## config.mk

```make
export PLATFORM = sky130hd
export DESIGN_NAME = sync_fifo_param_flat
export DESIGN_NICKNAME = d
export VERILOG_FILES = /design/src/rtl/sync_fifo_pkg.sv /design/src/rtl/sync_fifo_param_if.sv /design/src/rtl/sync_fifo_mem.sv /design/src/rtl/sync_fifo_param.sv /design/src/flat_wrapper.sv
export SDC_FILE = /design/constraint.sdc
export NUM_CORES = 1
export LEC_CHECK = 0
export CAP_MARGIN = 25
export CORE_MARGIN = 4
export CORE_UTILIZATION = 25
export DETAILED_ROUTE_END_ITERATION = 10
export PLACE_DENSITY = 0.38
export SLEW_MARGIN = 20
export SYNTH_ARGS = -nofsm -noshare
export SYNTH_HDL_FRONTEND = slang
export SYNTH_SLANG_ARGS = --single-unit
```

## constraint.sdc

```tcl
create_clock -name clock -period 4.2 [get_ports clock]
set_clock_uncertainty 0.1 [all_clocks]
set_input_delay 0.42 -clock clock [delete_from_list [all_inputs] [get_ports clock]]
set_output_delay 0.42 -clock clock [all_outputs]
set_load 0.02 [all_outputs]
```

## src/rtl/sync_fifo_pkg.sv

```systemverilog
// Shared defaults and parameter checks
// for the parameterised synchronous FIFO.
package sync_fifo_pkg;

  localparam int DEF_WIDTH    = 8;
  localparam int DEF_DEPTH    = 32;
  localparam int DEF_AF_LEVEL = 28;
  localparam int DEF_AE_LEVEL = 4;

  function automatic bit params_ok(
    input int width,
    input int depth,
    input int af,
    input int ae
  );
    bit pow2;
    pow2 = (depth > 0) &&
           ((depth & (depth - 1)) == 0);
    return (width >= 1) && pow2 &&
           (depth >= 4) &&
           (af >= 1) && (af <= depth) &&
           (ae >= 0) && (ae <= depth - 1);
  endfunction

endpackage

```

## src/rtl/sync_fifo_param_if.sv

```systemverilog
// Request/response bundle between a FIFO
// user (master) and the FIFO (slave).
interface sync_fifo_param_if
  import sync_fifo_pkg::*;
#(
  parameter int WIDTH = DEF_WIDTH,
  parameter int DEPTH = DEF_DEPTH
);

  localparam int CW = $clog2(DEPTH) + 1;

  logic             wr;
  logic [WIDTH-1:0] data_in;
  logic             rd;
  logic             flush;
  logic [WIDTH-1:0] data_out;
  logic             rd_valid;
  logic             full;
  logic             empty;
  logic             almost_full;
  logic             almost_empty;
  logic [CW-1:0]    count;
  logic             overflow;
  logic             underflow;

  modport master (
    output wr, data_in, rd, flush,
    input  data_out, rd_valid,
    input  full, empty,
    input  almost_full, almost_empty,
    input  count, overflow, underflow
  );

  modport slave (
    input  wr, data_in, rd, flush,
    output data_out, rd_valid,
    output full, empty,
    output almost_full, almost_empty,
    output count, overflow, underflow
  );

endinterface

```

## src/rtl/sync_fifo_mem.sv

```systemverilog
// FIFO storage: one write port and one
// registered read port; array not reset.
module sync_fifo_mem
  import sync_fifo_pkg::*;
#(
  parameter int WIDTH = DEF_WIDTH,
  parameter int DEPTH = DEF_DEPTH
) (
  input  logic                     clock,
  input  logic                     rst,
  input  logic                     we,
  input  logic [$clog2(DEPTH)-1:0] waddr,
  input  logic [WIDTH-1:0]         wdata,
  input  logic                     re,
  input  logic [$clog2(DEPTH)-1:0] raddr,
  output logic [WIDTH-1:0]         rdata
);

  logic [WIDTH-1:0] mem [DEPTH];

  // write port, storage keeps contents
  // across reset and flush
  always_ff @(posedge clock) begin
    if (we) mem[waddr] <= wdata;
  end

  // registered read, cleared only by reset
  always_ff @(posedge clock) begin
    if (rst)     rdata <= '0;
    else if (re) rdata <= mem[raddr];
  end

endmodule

```

## src/rtl/sync_fifo_param.sv

```systemverilog
// Synchronous FIFO: pointers, occupancy
// count, flags and sticky error bits.
module sync_fifo_param
  import sync_fifo_pkg::*;
#(
  parameter int WIDTH    = DEF_WIDTH,
  parameter int DEPTH    = DEF_DEPTH,
  parameter int AF_LEVEL = DEF_AF_LEVEL,
  parameter int AE_LEVEL = DEF_AE_LEVEL
) (
  input logic              clock,
  input logic              rst,
  sync_fifo_param_if.slave bus
);

  localparam int AW = $clog2(DEPTH);
  localparam int CW = AW + 1;

  if (!params_ok(WIDTH, DEPTH,
                 AF_LEVEL, AE_LEVEL))
  begin : g_bad_params
    $error("sync_fifo_param: bad params");
  end

  logic [AW-1:0] wptr;
  logic [AW-1:0] rptr;
  logic [CW-1:0] cnt;
  logic          rv_q;
  logic          ovf_q;
  logic          udf_q;
  logic          full_w;
  logic          empty_w;
  logic          rd_acc;
  logic          wr_acc;
  logic          mem_we;
  logic          mem_re;

  assign full_w  = (cnt == CW'(DEPTH));
  assign empty_w = (cnt == '0);

  // no bypass: a read needs a stored word;
  // a full FIFO still takes a write when
  // a read frees a slot in the same cycle
  assign rd_acc = bus.rd && !empty_w;
  assign wr_acc = bus.wr &&
                  (!full_w || rd_acc);

  assign mem_we = wr_acc && !rst &&
                  !bus.flush;
  assign mem_re = rd_acc && !bus.flush;

  sync_fifo_mem #(
    .WIDTH (WIDTH),
    .DEPTH (DEPTH)
  ) u_mem (
    .clock (clock),
    .rst   (rst),
    .we    (mem_we),
    .waddr (wptr),
    .wdata (bus.data_in),
    .re    (mem_re),
    .raddr (rptr),
    .rdata (bus.data_out)
  );

  // pointer, count and error-flag state
  always_ff @(posedge clock) begin
    if (rst || bus.flush) begin
      wptr  <= '0;
      rptr  <= '0;
      cnt   <= '0;
      rv_q  <= 1'b0;
      ovf_q <= 1'b0;
      udf_q <= 1'b0;
    end else begin
      if (wr_acc) wptr <= wptr + 1'b1;
      if (rd_acc) rptr <= rptr + 1'b1;
      unique case (1'b1)
        (wr_acc && !rd_acc):
          cnt <= cnt + 1'b1;
        (rd_acc && !wr_acc):
          cnt <= cnt - 1'b1;
        default:
          cnt <= cnt;
      endcase
      rv_q <= rd_acc;
      if (bus.wr && !wr_acc)
        ovf_q <= 1'b1;
      if (bus.rd && !rd_acc)
        udf_q <= 1'b1;
    end
  end

  // flags decoded from registered count
  always_comb begin
    bus.count        = cnt;
    bus.full         = full_w;
    bus.empty        = empty_w;
    bus.almost_full  = (cnt >= CW'(AF_LEVEL));
    bus.almost_empty = (cnt <= CW'(AE_LEVEL));
    bus.rd_valid     = rv_q;
    bus.overflow     = ovf_q;
    bus.underflow    = udf_q;
  end

endmodule

```

## src/flat_wrapper.sv

```systemverilog
// flat-port wrapper written by rule: the top's interface ports become plain ports
module sync_fifo_param_flat import sync_fifo_pkg::*;
#(
  parameter int WIDTH    = DEF_WIDTH,
  parameter int DEPTH    = DEF_DEPTH,
  parameter int AF_LEVEL = DEF_AF_LEVEL,
  parameter int AE_LEVEL = DEF_AE_LEVEL
)
  (clock, rst, bus_wr, bus_data_in, bus_rd, bus_flush, bus_data_out, bus_rd_valid, bus_full, bus_empty, bus_almost_full, bus_almost_empty, bus_count, bus_overflow, bus_underflow);
  sync_fifo_param_if #(.WIDTH(WIDTH), .DEPTH(DEPTH)) bus_i ();
  input logic clock;
  input logic rst;
  input wire logic [$bits(bus_i.wr)-1:0] bus_wr;
  input wire logic [$bits(bus_i.data_in)-1:0] bus_data_in;
  input wire logic [$bits(bus_i.rd)-1:0] bus_rd;
  input wire logic [$bits(bus_i.flush)-1:0] bus_flush;
  output wire logic [$bits(bus_i.data_out)-1:0] bus_data_out;
  output wire logic [$bits(bus_i.rd_valid)-1:0] bus_rd_valid;
  output wire logic [$bits(bus_i.full)-1:0] bus_full;
  output wire logic [$bits(bus_i.empty)-1:0] bus_empty;
  output wire logic [$bits(bus_i.almost_full)-1:0] bus_almost_full;
  output wire logic [$bits(bus_i.almost_empty)-1:0] bus_almost_empty;
  output wire logic [$bits(bus_i.count)-1:0] bus_count;
  output wire logic [$bits(bus_i.overflow)-1:0] bus_overflow;
  output wire logic [$bits(bus_i.underflow)-1:0] bus_underflow;
  assign bus_i.wr = bus_wr;
  assign bus_i.data_in = bus_data_in;
  assign bus_i.rd = bus_rd;
  assign bus_i.flush = bus_flush;
  assign bus_data_out = bus_i.data_out;
  assign bus_rd_valid = bus_i.rd_valid;
  assign bus_full = bus_i.full;
  assign bus_empty = bus_i.empty;
  assign bus_almost_full = bus_i.almost_full;
  assign bus_almost_empty = bus_i.almost_empty;
  assign bus_count = bus_i.count;
  assign bus_overflow = bus_i.overflow;
  assign bus_underflow = bus_i.underflow;
  sync_fifo_param #(.WIDTH(WIDTH), .DEPTH(DEPTH), .AF_LEVEL(AF_LEVEL), .AE_LEVEL(AE_LEVEL)) u_core (.clock(clock), .rst(rst), .bus(bus_i));
endmodule
```

Word-level counts from Yosys, hierarchy flattened
Memory sizes are Yosys's and may differ from the RTL's. A register that Yosys moved wholly into a read port is not among the register bits.
Index checks and enable logic that the tools add are counted.
{ "classes": {"shift": 0, "mux": 3, "reduce_logical": 19, "n_addsub": 4, "eq_ne": 1, "div": 0, "n_mul": 0, "n_lt_le_gt_ge": 2, "bitwise": 0} }
{ "op_table": {"columns": ["cell", "count"], "rows": [
  ["$pmux 6 s2", 1],
  ["$add 5x1->5 const B", 2],
  ["$logic_and 1x1->1", 9],
  ["$add 6x1->6 const B", 1],
  ["$eq 6x6->1 const B", 1],
  ["$ge 6x5->1 const B", 1],
  ["$le 6x3->1 const B", 1],
  ["$logic_not 1->1", 6],
  ["$logic_not 6->1", 1],
  ["$sub 6x1->6 const B", 1],
  ["$logic_or 1x1->1", 2],
  ["$mux 1", 2],
  ["$reduce_bool 2->1", 1]
]} }
{ "totals": {"word_cells": 36, "memories": 1, "register_bits": 19, "ramBits": 256, "output_inout_bits": 21, "latchBits": 0, "inputBits": 13, "romBits": 0} }
{ "mem_list": {"columns": ["memory", "depth", "word_bits", "rd", "rd_clocked_by_memory_dff", "wr", "line_no", "rtl"], "rows": [
  ["u_core.u_mem.mem", 32, 8, 1, 1, 1, "sync_fifo_mem.sv:19", "logic [WIDTH-1:0] mem [DEPTH];"]
]} }

Logic depth before layout (Yosys ltp)
{ "logic_depth": {"ltp_word": 9, "depth_mapped": 10, "depth_no_buf": 9} }

Modules after synthesis
A second synthesis with hierarchy kept.
{ "unflattened": {"hier_cells": 721, "hier_area_um2": 11454.7} }
{ "by_module_without_submodules": {"columns": ["mod", "instances", "area_per_inst_um2", "cells_each", "seq_area_each_um2"], "rows": [
  ["sync_fifo_mem", 1, 10382.5, 601, 7847.5],
  ["sync_fifo_param", 1, 1072.3, 120, 380.4]
]} }

Least setup slack after synthesis
OpenSTA, ideal clock, no wires.
{ "synth_timing": {"path_type": "register to register", "startpoint": "reg u_core.cnt[0] (netlist: u_core.bus.count[0])", "endpoint": "reg u_core.cnt[5] (netlist: u_core.bus.count[5])", "period_less_slack_ns": 3.005, "stages_incl_launch_ff": 11, "arrival_time_ns": 2.778, "setup_slack_ns": 1.195, "t_required_ns": 3.973, "path_buffers": 1, "setup_time_ns": 0.127, "cell_sequence": "dfxtp_1 > or4_1 > buf_4 > o311ai_2 > inv_1 > ha_1 > a211oi_1 > o21bai_1 > a21oi_1 > mux2i_1 > or3_1"} }
{ "synth_between": {"elab_chain_cells": 8, "elab_cells_between_ends": 15, "classes_between": "add/sub (2); eq/ne (1); mux (1); reduce/logical (11)"} }
{ "synth_lines": {"columns": ["item", "line_no", "rtl"], "rows": [
  ["start: declaration", "sync_fifo_param.sv:27", "logic [CW-1:0] cnt;"],
  ["start signal: assignment", "sync_fifo_param.sv:80", "cnt <= cnt + 1'b1;"],
  ["start signal: assignment", "sync_fifo_param.sv:82", "cnt <= cnt - 1'b1;"],
  ["start signal: assignment", "sync_fifo_param.sv:84", "cnt <= cnt;"],
  ["parallel branches: the longest is 8 deep, another holds $sub 6x1->6", null, null]
]} }
Parallel ways; which one is timed is not known.
A chain may end at the register's enable or synchronous reset.

==> results.json <==
{
  "ys_seq_elements": 283,
  "n_antenna_cell": 0,
  "firstDrtPassIters": 4,
  "antenna_found_initial": 0,
  "tns_ps": 0,
  "finalHoldViolCount": 0,
  "worstPathMaxFanout": 23,
  "hpwl_mm": 17.9,
  "drv_cap": 0,
  "pwr-share-seq_pct": 51.3,
  "core_region_area_um2": 44200,
  "synth_edf_count": 256,
  "ctsResizeCount": 0,
  "finalInstanceArea_um2": 13400,
  "p_clk_share_pct": 44.8,
  "yosysSeqAreaShare_pct": 73.6,
  "clock-root-buffer": "clkbuf_16",
  "netlist_instances": 616,
  "clk_pin_slew_worst_paths_ps": 60,
  "routed_via_density": 4.52,
  "final_cells": 1296,
  "synth-main-ff-cell": "edfxtp_1",
  "initial_core_util_pct": 25.3,
  "status": "completed",
  "drc_errors": 0,
  "crit_family": "compound AO/OA/AOI/OAI gates",
  "power.density_nw_per_um2": 450,
  "port-buffer-count": 33,
  "cell_internal_pwr_uw": 4780,
  "arrival_ps": 3600,
  "post-route-min-period_ps": 3310,
  "num_vias": 5856,
  "max_slew_margin_pct": 27.8,
  "place_inst": 1240,
  "avgSynthCellArea_um2": 18.2,
  "timing.hold.ws_ps": 380,
  "area_growth_pct": 19.5,
  "hold_buffers": 0,
  "fmax_ghz": 0.302,
  "die_width_um": 220,
  "postSynthNetCount": 639,
  "rsz0062_at_grt": "false",
  "utilization_pct": 30.2,
  "cts_buffer_depth": 3,
  "routed_wl_mm": 28.1,
  "grtUsageTotal_pct": 11.8,
  "clkLatencyLatePin_ps": 500,
  "cts.sinks": 283,
  "worst_ep_required_time_ps": 4490,
  "post_dp_cell_area_um2": 12300,
  "crit_type": "reg -> reg",
  "fillers": 4294,
  "end_kind": "flop",
  "htreeDepth": 2,
  "finalSetupViolations": 0,
  "timing.final.crit_share_pct": 78.7,
  "worstSetupStartpointType": "flop",
  "p_leak_uw": 0.00408,
  "drive_gt1_share_pct": 18.9,
  "path_cells": "buf_4 -> mux4_2 -> a2111oi_0 -> buf_4 -> a21oi_1 -> a22o_1",
  "routedWlPerCell_um": 21.7,
  "grt_pass1_vias": 6296,
  "grt_pass1_wl_mm": 41.9,
  "cpMaxStageDelayCell": "a2111oi_0",
  "drv_slew": 0,
  "routabilityCongestion": 0.783,
  "fin_nets": 707,
  "die_area_um2": 48200,
  "synth_cell_types": 49,
  "power.switching_uw": 1240,
  "post-cts-setup-buffers": 0,
  "cp_num_buf_inv": 2,
  "die_h_um": 220,
  "ant_nets": 0,
  "ys_warn_count": 0,
  "cts_buffers": 34,
  "worst_pin_slew_ps": 1060,
  "rows": 77,
  "io_pins": 34,
  "grt-ovfl-total": 0,
  "drt_iter0_drc": 472,
  "netlist_area_um2": 11200,
  "max_stage_delay_ps": 950,
  "hold_class": "reg -> reg",
  "crit_top_cell": "buf_4",
  "comb_power_share_pct": 3.8,
  "irDropWorstVdd_mv": 0.235,
  "swShare_pct": 20.5,
  "grt_max_degree": 33,
  "synth-async-reset-ratio_pct": 0,
  "cts_tree": "built"
}
[final timing paths]
| kind | from | to | slack (ps) | depth (start not counted) |
|---|---|---|---|---|
| setup / recovery | u_core.rptr[0] | u_core.u_mem.rdata[1] | 890 | 6 |
| hold / removal | u_core.u_mem.rdata[2] | u_core.u_mem.rdata[2] | 380 | 1 |
| setup reg to reg | u_core.rptr[0] | u_core.u_mem.rdata[1] | 890 | 6 |
| hold reg to reg | u_core.u_mem.rdata[2] | u_core.u_mem.rdata[2] | 380 | 1 |
[layout make-up]
cell class | count | area [um^2] | share of cell area, %
sequential | 283 | 8230 | 61.6
multi-input combinational | 291 | 2770 | 20.8
clock buffer | 46 | 937 | 7.01
tap | 592 | 741 | 5.54
timing repair buffer | 66 | 573 | 4.29
clock inverter | 10 | 75.1 | 0.562
inverter | 8 | 30.0 | 0.225
[flip-flops by register name, summed over array words and instances, names as in the netlist]
signal	count
u_core.bus.count	6
u_core.bus.overflow	1
u_core.bus.underflow	1
u_core.bus.rd_valid	1
u_core.u_mem.rdata	8
u_core.rptr	5
u_core.wptr	5
u_core.u_mem.mem	256
[cells by family after synthesis]
| family | count (synthesis) | share of synthesized area (%) |
|---|---|---|
| xor+xnor | 9 | 0.705 |
| flops | 283 | 73.6 |
| fa+ha+maj | 10 | 1.19 |
| buf+inv | 42 | 1.66 |
| mux | 84 | 13.0 |
| simple gates | 100 | 4.17 |
| compound gates | 88 | 5.73 |
[metal layers]
| layer | share of wire [%] | wire length (um) | vias to the layer above | track usage, % |
|---|---|---|---|---|
| li1 | - | - | 2631 | - |
| met1 | 45 | 12600 | 3046 | 15.9 |
| met2 | 48 | 13500 | 139 | 19.4 |
| met3 | 5.1 | 1440 | 40 | 2.76 |
| met4 | 2.1 | 592 | 0 | 3.18 |
| met5 | 0 | 0 | - | 0 |
[placed cells by master (no fill, tap or decap), types with 2 or more instances in the layout]
cell type,n
a22oi_1,7
clkinv_2,5
dfxtp_1,25
nand2_1,15
clkbuf_1,9
clkbuf_8,2
o221ai_1,7
inv_1,8
o21ai_0,5
or3b_2,2
o22ai_1,8
a22o_1,14
clkinv_1,3
or3_1,2
or4_1,2
nand3_1,7
a21oi_1,22
ha_1,9
xor2_1,5
xnor2_1,4
buf_4,33
mux4_2,49
edfxtp_1,256
clkbuf_16,35
a2111oi_0,7
o21a_1,2
o31a_1,2
nand3b_1,5
clkdlybuf4s50_1,32
nor2b_1,4
a211oi_1,2
nand4_1,6
mux2i_1,35
nor3_1,3
nor2_1,51
[through the flow]
step	worst slack (ps)	power, uW
after global placement	875	3380
final	893	6020
after CTS	846	6110
after detailed placement	845	3390
after floorplan	1190	3260
after global routing	651	6240
[worst register-to-register path: stages, from the launching register on]
cell       delay [ps]
dfxtp_4           600
buf_4             470
mux4_2            570
a2111oi_0         950
buf_4             240
a21oi_1            80
a22o_1            200
[cell usage after synthesis, types with 2 or more instances]
cell type | number | share of area, %
a21oi_1 | 22 | 0.98
nor2_1 | 51 | 1.7
o31a_1 | 2 | 0.16
buf_2 | 7 | 0.31
or4_1 | 2 | 0.13
or3_1 | 2 | 0.11
clkbuf_1 | 19 | 0.64
buf_4 | 3 | 0.20
a22o_1 | 14 | 1.1
mux4_2 | 49 | 9.9
ha_1 | 9 | 1.0
o221ai_1 | 7 | 0.55
nor2b_1 | 4 | 0.22
a22oi_1 | 7 | 0.47
xor2_1 | 5 | 0.39
inv_1 | 8 | 0.27
mux2i_1 | 35 | 3.1
nand3b_1 | 5 | 0.34
nand3_1 | 7 | 0.31
buf_1 | 4 | 0.13
a211oi_1 | 2 | 0.13
o22ai_1 | 8 | 0.45
o21a_1 | 2 | 0.13
o21ai_0 | 5 | 0.22
xnor2_1 | 4 | 0.31
edfxtp_1 | 256 | 69
nand4_1 | 6 | 0.34
a2111oi_0 | 7 | 0.55
nand2_1 | 15 | 0.50
nor3_1 | 3 | 0.13
or3b_2 | 2 | 0.16
dfxtp_1 | 27 | 4.8
[power groups by stage]
stage / Sequential [uW] / Clock, uW / Combinational (uW)
floorplan: 3150 / 0 / 115
global placement: 3150 / 0 / 235
detailed placement: 3150 / 0 / 237
CTS: 3090 / 2790 / 237
global route: 3090 / 2890 / 252
finish: 3090 / 2700 / 230
Note: power is estimated with default switching activity, not from simulation.
